===== src/rtl/mbisr_pkg.sv =====
// Shared types, default sizes and the first-free priority encoder for the MBISR repair map.
package mbisr_pkg;

    localparam int unsigned DEF_ADDR_W     = 5;
    localparam int unsigned DEF_NUM_SPARES = 4;
    localparam int unsigned DEF_IDX_W      = 3;
    localparam int unsigned MAX_SPARES     = 8;
    localparam int unsigned SEL_W          = 3;
    localparam int unsigned FCNT_W         = 8;

    typedef enum logic [1:0] {
        IDLE    = 2'd0,
        COLLECT = 2'd1,
        LOCKED  = 2'd2
    } state_e;

    typedef struct packed {
        logic             found;
        logic [SEL_W-1:0] idx;
    } free_sel_t;

    // Lowest-index clear bit of the occupancy mask; unpopulated slots are passed in as 1.
    function automatic free_sel_t first_free(input logic [MAX_SPARES-1:0] used);
        free_sel_t sel;
        sel = '0;
        for (int i = MAX_SPARES - 1; i >= 0; i--) begin
            if (!used[i]) begin
                sel.found = 1'b1;
                sel.idx   = SEL_W'(i);
            end
        end
        return sel;
    endfunction

endpackage


===== src/rtl/mbisr_repair_map_if.sv =====
// Fail-report and remap-lookup bus between MBIST / memory wrapper and the repair map.
interface mbisr_repair_map_if
    import mbisr_pkg::*;
#(
    parameter int unsigned ADDR_W = DEF_ADDR_W,
    parameter int unsigned IDX_W  = DEF_IDX_W
) ();

    logic              fail_valid;
    logic [ADDR_W-1:0] fail_addr;
    logic              fail_ready;
    logic              acc_en;
    logic [ADDR_W-1:0] acc_addr;
    logic              acc_hit;
    logic [IDX_W-1:0]  acc_idx;

    modport slave (
        input  fail_valid, fail_addr, acc_en, acc_addr,
        output fail_ready, acc_hit, acc_idx
    );

    modport master (
        output fail_valid, fail_addr, acc_en, acc_addr,
        input  fail_ready, acc_hit, acc_idx
    );

endinterface


===== src/rtl/mbisr_spare_entry.sv =====
// One spare-word CAM entry: valid bit plus stored address, with match against fail and lookup buses.
module mbisr_spare_entry
    import mbisr_pkg::*;
#(
    parameter int unsigned ADDR_W = DEF_ADDR_W
) (
    input  logic              clk,
    input  logic              rst_n,
    input  logic              clr,
    input  logic              wr,
    input  logic [ADDR_W-1:0] fail_addr,
    input  logic [ADDR_W-1:0] acc_addr,
    output logic              valid,
    output logic              fail_match_c,
    output logic              acc_match_c
);

    logic [ADDR_W-1:0] addr_q;

    // Clear wins over write so a new session never inherits an old entry.
    always_ff @(posedge clk or negedge rst_n) begin
        if (!rst_n) begin
            valid  <= 1'b0;
            addr_q <= '0;
        end else if (clr) begin
            valid  <= 1'b0;
        end else if (wr) begin
            valid  <= 1'b1;
            addr_q <= fail_addr;
        end
    end

    assign fail_match_c = valid & (addr_q == fail_addr);
    assign acc_match_c  = valid & (addr_q == acc_addr);

endmodule


===== src/rtl/mbisr_repair_map.sv =====
// Spare-word repair allocator and remap lookup behind the MBIST engine.
// Optional saturating fail-report counter built only when MBISR_FAIL_CNT_EN is defined.
module mbisr_repair_map
    import mbisr_pkg::*;
#(
    parameter int unsigned ADDR_W     = DEF_ADDR_W,
    parameter int unsigned NUM_SPARES = DEF_NUM_SPARES,
    parameter int unsigned IDX_W      = DEF_IDX_W
) (
    input  logic                    clk,
    input  logic                    rst_n,
    input  logic                    start,
    input  logic                    bist_done,
    mbisr_repair_map_if.slave       bus,
    output logic [IDX_W:0]          used_count,
    output logic                    locked,
    output logic                    repair_ok,
    output logic                    unrepairable,
    output logic [FCNT_W-1:0]       fail_count
);

    localparam int unsigned CNT_W = IDX_W + 1;

    state_e                  state_q;
    state_e                  state_d;
    logic                    clr_all;
    logic                    close_sess;

    logic [NUM_SPARES-1:0]   valid_vec;
    logic [NUM_SPARES-1:0]   fail_match;
    logic [NUM_SPARES-1:0]   acc_match;
    logic [NUM_SPARES-1:0]   wr_vec;
    logic [MAX_SPARES-1:0]   used_pad;
    free_sel_t               free_sel;

    logic                    fail_ready_q;
    logic                    accept;
    logic                    fail_hit;
    logic                    alloc;
    logic                    overflow;
    logic                    unrep_d;

    logic                    acc_hit_d;
    logic [IDX_W-1:0]        acc_idx_d;
    logic                    acc_hit_q;
    logic [IDX_W-1:0]        acc_idx_q;

    // Session state register.
    always_ff @(posedge clk or negedge rst_n) begin
        if (!rst_n) begin
            state_q <= IDLE;
        end else begin
            state_q <= state_d;
        end
    end

    // Next state; start restarts from any state and takes priority over bist_done.
    always_comb begin
        state_d    = state_q;
        clr_all    = 1'b0;
        close_sess = 1'b0;
        case (state_q)
            IDLE: begin
                if (start) begin
                    state_d = COLLECT;
                    clr_all = 1'b1;
                end
            end
            COLLECT: begin
                if (start) begin
                    clr_all = 1'b1;
                end else if (bist_done) begin
                    state_d    = LOCKED;
                    close_sess = 1'b1;
                end
            end
            LOCKED: begin
                if (start) begin
                    state_d = COLLECT;
                    clr_all = 1'b1;
                end
            end
            default: begin
                state_d = IDLE;
            end
        endcase
    end

    // Allocation decision for the current fail report.
    always_comb begin
        used_pad                   = '1;
        used_pad[NUM_SPARES-1:0]   = valid_vec;
        free_sel                   = first_free(used_pad);
        accept                     = bus.fail_valid & fail_ready_q & ~clr_all;
        fail_hit                   = |fail_match;
        alloc                      = accept & ~fail_hit & free_sel.found;
        overflow                   = accept & ~fail_hit & ~free_sel.found;
        unrep_d                    = unrepairable | overflow;
    end

    for (genvar gi = 0; gi < NUM_SPARES; gi++) begin : g_entry
        assign wr_vec[gi] = alloc & (free_sel.idx == SEL_W'(gi));

        mbisr_spare_entry #(
            .ADDR_W (ADDR_W)
        ) u_entry (
            .clk          (clk),
            .rst_n        (rst_n),
            .clr          (clr_all),
            .wr           (wr_vec[gi]),
            .fail_addr    (bus.fail_addr),
            .acc_addr     (bus.acc_addr),
            .valid        (valid_vec[gi]),
            .fail_match_c (fail_match[gi]),
            .acc_match_c  (acc_match[gi])
        );
    end

    // Status flags; repair_ok sees a fail accepted on the closing edge.
    always_ff @(posedge clk or negedge rst_n) begin
        if (!rst_n) begin
            fail_ready_q <= 1'b0;
            locked       <= 1'b0;
            used_count   <= '0;
            unrepairable <= 1'b0;
            repair_ok    <= 1'b0;
        end else begin
            fail_ready_q <= (state_d == COLLECT);
            locked       <= (state_d == LOCKED);
            if (clr_all) begin
                used_count   <= '0;
                unrepairable <= 1'b0;
                repair_ok    <= 1'b0;
            end else begin
                if (alloc) begin
                    used_count <= used_count + CNT_W'(1);
                end
                if (overflow) begin
                    unrepairable <= 1'b1;
                end
                if (close_sess) begin
                    repair_ok <= ~unrep_d;
                end
            end
        end
    end

    // Lookup encoder; the table never holds duplicates so at most one bit is set.
    always_comb begin
        acc_hit_d = |acc_match;
        acc_idx_d = '0;
        for (int i = 0; i < NUM_SPARES; i++) begin
            if (acc_match[i]) begin
                acc_idx_d = IDX_W'(i);
            end
        end
    end

    always_ff @(posedge clk or negedge rst_n) begin
        if (!rst_n) begin
            acc_hit_q <= 1'b0;
            acc_idx_q <= '0;
        end else begin
            acc_hit_q <= bus.acc_en & acc_hit_d;
            acc_idx_q <= bus.acc_en ? acc_idx_d : '0;
        end
    end

    assign bus.fail_ready = fail_ready_q;
    assign bus.acc_hit    = acc_hit_q;
    assign bus.acc_idx    = acc_idx_q;

`ifdef MBISR_FAIL_CNT_EN
    // Saturating count of every accepted report, duplicates and overflow included.
    always_ff @(posedge clk or negedge rst_n) begin
        if (!rst_n) begin
            fail_count <= '0;
        end else if (clr_all) begin
            fail_count <= '0;
        end else if (accept && (fail_count != '1)) begin
            fail_count <= fail_count + FCNT_W'(1);
        end
    end
`else
    assign fail_count = '0;
`endif

endmodule


===== src/flat_wrapper.sv =====
// flat-port wrapper written by rule: the top's interface ports become plain ports
module mbisr_repair_map_flat import mbisr_pkg::*;
#(
    parameter int unsigned ADDR_W     = DEF_ADDR_W,
    parameter int unsigned NUM_SPARES = DEF_NUM_SPARES,
    parameter int unsigned IDX_W      = DEF_IDX_W
)
  (clk, rst_n, start, bist_done, used_count, locked, repair_ok, unrepairable, fail_count, bus_fail_valid, bus_fail_addr, bus_acc_en, bus_acc_addr, bus_fail_ready, bus_acc_hit, bus_acc_idx);
  mbisr_repair_map_if #(.ADDR_W(ADDR_W), .IDX_W(IDX_W)) bus_i ();
  input  logic clk;
  input  logic rst_n;
  input  logic start;
  input  logic bist_done;
  output logic [IDX_W:0] used_count;
  output logic locked;
  output logic repair_ok;
  output logic unrepairable;
  output logic [FCNT_W-1:0] fail_count;
  input wire logic [$bits(bus_i.fail_valid)-1:0] bus_fail_valid;
  input wire logic [$bits(bus_i.fail_addr)-1:0] bus_fail_addr;
  input wire logic [$bits(bus_i.acc_en)-1:0] bus_acc_en;
  input wire logic [$bits(bus_i.acc_addr)-1:0] bus_acc_addr;
  output wire logic [$bits(bus_i.fail_ready)-1:0] bus_fail_ready;
  output wire logic [$bits(bus_i.acc_hit)-1:0] bus_acc_hit;
  output wire logic [$bits(bus_i.acc_idx)-1:0] bus_acc_idx;
  assign bus_i.fail_valid = bus_fail_valid;
  assign bus_i.fail_addr = bus_fail_addr;
  assign bus_i.acc_en = bus_acc_en;
  assign bus_i.acc_addr = bus_acc_addr;
  assign bus_fail_ready = bus_i.fail_ready;
  assign bus_acc_hit = bus_i.acc_hit;
  assign bus_acc_idx = bus_i.acc_idx;
  mbisr_repair_map #(.ADDR_W(ADDR_W), .NUM_SPARES(NUM_SPARES), .IDX_W(IDX_W)) u_core (.clk(clk), .rst_n(rst_n), .start(start), .bist_done(bist_done), .bus(bus_i), .used_count(used_count), .locked(locked), .repair_ok(repair_ok), .unrepairable(unrepairable), .fail_count(fail_count));
endmodule

===== config.mk =====
export PLATFORM = sky130hd
export DESIGN_NAME = mbisr_repair_map_flat
export DESIGN_NICKNAME = d
export VERILOG_FILES = /design/src/rtl/mbisr_pkg.sv /design/src/rtl/mbisr_repair_map_if.sv /design/src/rtl/mbisr_spare_entry.sv /design/src/rtl/mbisr_repair_map.sv /design/src/flat_wrapper.sv
export SDC_FILE = /design/constraint.sdc
export NUM_CORES = 1
export LEC_CHECK = 0
export BUFFER_PORTS_ARGS = -buffer_cell sky130_fd_sc_hd__buf_2
export CORE_ASPECT_RATIO = 0.75
export CORE_UTILIZATION = 55
export CTS_CLUSTER_SIZE = 8
export DETAILED_ROUTE_END_ITERATION = 10
export PLACE_DENSITY = 0.9
export SLEW_MARGIN = 20
export SYNTH_ARGS = -nofsm -noshare
export SYNTH_HDL_FRONTEND = slang
export SYNTH_SLANG_ARGS = --single-unit

===== constraint.sdc =====
create_clock -name clk -period 2.4 [get_ports clk]
set_clock_uncertainty 0.1 [all_clocks]
set_input_delay 0.48 -clock clk [delete_from_list [all_inputs] [get_ports clk]]
set_output_delay 0.48 -clock clk [all_outputs]
set_load 0.01 [all_outputs]

After elaboration in Yosys (flattened, before gate mapping)
Index checks and enable logic that the tools add are counted.
{"block": "totals", "regBits": 38, "rom_bits": 0, "out_inout_bits": 20, "latch_bits": 0, "mem_count": 0, "mem_bits_rw": 0, "input_bits": 16, "elab_cells": 103}
{"block": "classes", "eq_ne": 15, "shift": 0, "bitwise": 23, "n_mux": 31, "n_reduce_logical": 17, "div": 0, "add_sub_neg": 1, "n_mul": 0, "order_cmp": 0}
{"op": "equality test 5 bit", "count": 8}
{"op": "2-to-1 mux 4 bit", "count": 6}
{"op": "bitwise AND 1 bit", "count": 18}
{"op": "2-to-1 mux 1 bit", "count": 18}
{"op": "nonzero test 2 bit", "count": 7}
{"op": "2-to-1 mux 3 bit", "count": 3}
{"op": "AND reduction 2 bit", "count": 4}
{"op": "OR reduction 4 bit", "count": 2}
{"op": "equality test 3 x 2 -> 1 bit, second input constant", "count": 2}
{"op": "2-to-1 mux 2 bit", "count": 3}
{"op": "adder 4 x 1 -> 4 bit, second input constant", "count": 1}
{"op": "equality test 2 x 1 -> 1 bit, second input constant", "count": 2}
{"op": "equality test 2 bit, second input constant", "count": 2}
{"op": "NOT 1 bit", "count": 4}
{"op": "case mux 2 bit (2 select lines)", "count": 1}
{"op": "equality test 3 x 1 -> 1 bit, second input constant", "count": 1}
{"op": "logical NOT 3 bit", "count": 1}
{"op": "OR reduction 3 bit", "count": 1}
{"op": "logical NOT 2 bit", "count": 1}
{"op": "OR reduction 2 bit", "count": 1}
{"op": "OR 1 bit", "count": 1}

Longest topological paths before layout
{"block": "logic_depth", "ltp_word": 11, "mapped_depth": 8, "ltp_nobuf": 6}

By module
Synthesis repeated with hierarchy kept, for this count alone.
{"block": "hier_totals", "hier_cells": 185, "area_unflattened_um2": 2098.3}
{"mod": "mbisr_spare_entry", "cells_per_inst": 28, "instances": 4, "area_per_inst_um2": 332.8, "seq_area_each_um2": 150.1}
{"mod": "mbisr_repair_map", "cells_per_inst": 73, "instances": 1, "area_per_inst_um2": 767.0, "seq_area_each_um2": 325.3}

Worst setup path after synthesis
OpenSTA, ideal clock, no wires.
{"block": "synth_path", "kind": "input port to flip-flop", "from": "in bus_fail_addr[4]", "to": "reg u_core.g_entry[1].u_entry.addr_q[0]", "t_arrival_ns": 1.931, "required_ns": 2.175, "setup_ns": 0.125, "setup_slack_ns": 0.245, "stages": 8, "path_cell_list": "buf_4 -> xor2_1 -> nor4_2 -> nand3_1 -> and4b_1 -> buf_4 -> nand3b_2 -> mux2_2"}
{"block": "synth_via", "elab_chain_cells": 8, "elab_cells_between_ends": 14, "classes_between": "4 x eq/ne; 8 x bitwise; 2 x reduce/logical"}
{"item": "start, declared", "line": "flat_wrapper.sv:20", "source": "input wire logic [$bits(bus_i.fail_addr)-1:0] bus_fail_addr;"}
{"item": "equality test 5 bit", "line": "mbisr_spare_entry.sv:33", "source": "assign fail_match_c = valid & (addr_q == fail_addr);"}
{"item": "bitwise AND 1 bit", "line": "mbisr_spare_entry.sv:33"}
{"item": "OR reduction 4 bit (*)", "line": "mbisr_repair_map.sv:95", "source": "fail_hit = |fail_match;"}
{"item": "NOT 1 bit (*)", "line": "mbisr_repair_map.sv:96", "source": "alloc = accept & ~fail_hit & free_sel.found;"}
{"item": "bitwise AND 1 bit (*) (2 in series)", "line": "mbisr_repair_map.sv:96"}
{"item": "bitwise AND 1 bit (*)", "line": "mbisr_repair_map.sv:102", "source": "assign wr_vec[gi] = alloc & (free_sel.idx == SEL_W'(gi));"}
{"item": "AND reduction 2 bit (no line) (*)"}
{"item": "end signal, assigned", "line": "mbisr_spare_entry.sv:29", "source": "addr_q <= fail_addr;"}
{"item": "end, declared", "line": "mbisr_spare_entry.sv:18", "source": "logic [ADDR_W-1:0] addr_q;"}
Every way passes the cells marked *; elsewhere a longest branch is shown, timed or not.
A chain may end at the register's enable or synchronous reset.

Worst setup path after layout
{"block": "layout_path", "from": "reg u_core.g_entry[3].u_entry.addr_q[0]", "to": "reg u_core.g_entry[3].u_entry.addr_q[0]"}
{"block": "layout_via", "elab_chain_cells": 8}
{"item": "start, declared", "line": "mbisr_spare_entry.sv:18"}
{"item": "start signal, assigned", "line": "mbisr_spare_entry.sv:29"}
{"item": "equality test 5 bit", "line": "mbisr_spare_entry.sv:33"}
{"item": "bitwise AND 1 bit", "line": "mbisr_spare_entry.sv:33"}
{"item": "OR reduction 4 bit", "line": "mbisr_repair_map.sv:95"}
{"item": "NOT 1 bit", "line": "mbisr_repair_map.sv:96"}
{"item": "bitwise AND 1 bit (2 in series)", "line": "mbisr_repair_map.sv:96"}
{"item": "bitwise AND 1 bit", "line": "mbisr_repair_map.sv:102"}
{"item": "AND reduction 2 bit (no line)"}
Every way passes these cells.

==> out/qor.yml <==
clocking:
  clk_pin_slew_ns: 0.07
  cts_resized: 0
  cts_hold_buf: 0
  clock_tree.buffer_depth: 2
  cts_sinks: 37
  cts_tree: "built"
  cts-root-buf: "clkbuf_8"
  htree_num_levels: 2
  cts_setup_buffers: 0
  cts_buffers: 5
  clock_latency_ns: 0.29
setup_path:
  crit_path_end_kind: "register"
  crit_slowest_cell: "dfrtp_1"
  critical_path_required_ns: 2.47
  critPathKind: "register to register"
  crit_top_cell: "and4b_1"
  worst_path_largest_cell_delay_ns: 0.43
  path_max_fanout: 5
  cp_cell_sequence: "xor2_1 > nor4_2 > nand3_1 > and4b_1 > and4b_1 > mux2_4"
  cp_data_arrival_time_ns: 2.26
  critical_path.top_delay_family: "simple AND/OR/NAND/NOR gates"
  start_kind: "register"
  worst-path-buf-inv: 0
cells_and_area:
  drive_above_1_share_pct: 27.9
  nets: 224
  diodes: 0
  post-route-util_pct: 65.9
  fill_cells: 252
  area_growth_syn_to_layout_pct: 9.53
yosys:
  synth_top_cell_by_area: "dfrtp_1"
  syn_area_um2: 2070
  synthTopCellsByArea: "dfrtp_1 (45%), xor2_1 (12%), mux2_2 (8.1%)"
  syn_avg_cell_area_um2: 11.5
  yosysTopAreaCellShare_pct: 44.6
  synthFlopType: "dfrtp_1"
  synth_seq_area_share_pct: 44.6
  synth_cell_types: 32
  synth-seq-cells: 37
  ys_async_sr_fraction_pct: 100
  yosys_warnings: 0
  synth.top_cells.by_count: "dfrtp_1 (37), xor2_1 (28), mux2_2 (15), buf_4 (14), xnor2_1 (12)"
  synthCells: 180
  synth.most_common_cell: "dfrtp_1"
  synth-edff-count: 0
sta:
  slew_headroom_pct: 47.6
  rsz0062_at_grt: "false"
  hold_violations: 0
  period_share_pct: 91.2
  finalSetupViolations: 0
  fin_tns_setup_ns: 0
  fmax_ghz: 0.457
  slew_viol_final: 0
  min_period_ns: 2.19
  hold_slack_ns: 0.174
  tightest_slew_ns: 0.787
run_status:
  outcome: "complete, no violations"
detailed_routing:
  antenna_left: 0
  first_iter_violations: 77
  viasPerCell: 5.32
  wl_um: 3810
  first_pass_iters: 4
  drcViolationCount: 0
  wl_per_cell_um: 14.8
  vias: 1372
grt:
  grt_max_degree: 38
  grt_usage_pct: 22.0
  grt_pass1_vias: 1288
  overflow: 0
  grt_pass1_wl_um: 6160
  antenna_found_initial: 0
floorplan:
  die_height_um: 55.2
  die-area_um2: 4020
  ios: 36
  initial_core_util_pct: 60.2
  core_um2: 3450
  fp-row-count: 18
  die_w_um: 72.9
job:
  max_cap_violations: 0
placed_design:
  gp_congestion: 0.869
  dp_hpwl_um: 2880
  io_buffers: 26
power_and_ir_drop:
  p_leak_uw: 0.00117
  power.density_nw_per_um2: 678
  vdd_drop_max_mv: 0.391
min_path:
  hold_class: "input pin to asynchronous set/reset pin"
## cells by family (layout without fill, tap and decap cells)
kind of cell | after synthesis | in the layout | share of synthesized area, %
other cells | 1 | 9 | 0.181
compound gates | 13 | 13 | 4.58
buf+inv | 21 | 41 | 7.06
flops | 37 | 37 | 44.6
mux | 25 | 25 | 14.2
xor+xnor | 40 | 40 | 16.9
fa+ha+maj | 1 | 1 | 0.603
simple gates | 42 | 42 | 11.9
## report_power, final
group	leakage, uW	switching, uW	internal, uW	total (uW)
logic	0.000638	157	173	330
clock network	0.0000395	205	206	411
registers	0.000489	91.9	707	798
total	0.00117	454	1090	1540
## registers in the layout (all words and copies together), names as in the netlist
| signal | flops |
|---|---|
| u_core.g_entry.u_entry.addr_q | 20 |
| u_core.bus.fail_ready | 1 |
| u_core.locked | 1 |
| u_core.used_count | 4 |
| u_core.state_q | 2 |
| u_core.g_entry.u_entry.valid | 4 |
| u_core.bus.acc_idx | 2 |
| u_core.repair_ok | 1 |
| u_core.unrepairable | 1 |
| u_core.bus.acc_hit | 1 |
## layer usage
layer  up-vias  GRT usage [%]  part of all wire [%]
met4         0           9.48                   1.9
met5         -              0                     0
met2        35           33.2                    44
li1        657              -                     -
met1       670           30.3                    49
met3        10           5.80                   4.5
## final cells by class
class | count | area [um^2] | share of cell area (%)
Timing Repair Buffer | 30 | 160 | 7.05
Inverter | 3 | 11.3 | 0.496
Tap cell | 50 | 62.6 | 2.75
Sequential cell | 37 | 926 | 40.7
Clock buffer | 8 | 80.1 | 3.52
Multi-Input combinational cell | 130 | 1030 | 45.4
## metrics by stage
| stage | cells | power, uW | setup WS, ns | cell area (um^2) |
|---|---|---|---|---|
| 6_report | 258 | 1540 | 0.211 | 2270 |
| 5_1_grt | 258 | 1620 | 0.147 | 2270 |
| 4_1_cts | 258 | 1540 | 0.243 | 2270 |
| 3_5_place_dp | 250 | 1140 | 0.0245 | 2190 |
| 3_3_place_gp | 250 | 1120 | 0.0492 | 2190 |
| 2_1_floorplan | 188 | 1050 | 0.245 | 2100 |
## layout by cell type (no fill, tap or decap), types with 2 or more instances in the layout
cell,count
a21oi_1,3
a22o_1,2
and3_1,5
and4b_1,2
buf_2,26
buf_4,4
clkbuf_1,3
clkbuf_8,5
conb_1,9
dfrtp_1,37
inv_1,3
mux2_2,15
mux2_4,5
mux2i_1,5
nand2_1,10
nand3_1,5
nand3b_2,2
nand4_1,2
nor2_1,4
nor2b_1,3
nor4_1,6
o21a_1,3
xnor2_1,12
xor2_1,28
## worst paths after layout
check,endpoint,cells after the start,from,slack [ns]
setup / recovery,u_core.g_entry[3].u_entry.addr_q[0]$_DFFE_PN0P_,6,u_core.g_entry[3].u_entry.addr_q[0]$_DFFE_PN0P_,0.21
hold / removal,u_core.bus.acc_idx[1]$_DFF_PN0_,1,rst_n,0.17
setup reg to reg,u_core.g_entry[3].u_entry.addr_q[0]$_DFFE_PN0P_,6,u_core.g_entry[3].u_entry.addr_q[0]$_DFFE_PN0P_,0.21
hold reg to reg,u_core.used_count[3]$_DFFE_PN0P_,1,u_core.used_count[3]$_DFFE_PN0P_,0.37
max in group asynchronous,u_core.g_entry[2].u_entry.addr_q[2]$_DFFE_PN0P_,1,rst_n,1.53
min in group clk,u_core.state_q[1]$_DFF_PN0_,2,start,0.31
(Power assumes the default switching activity.)
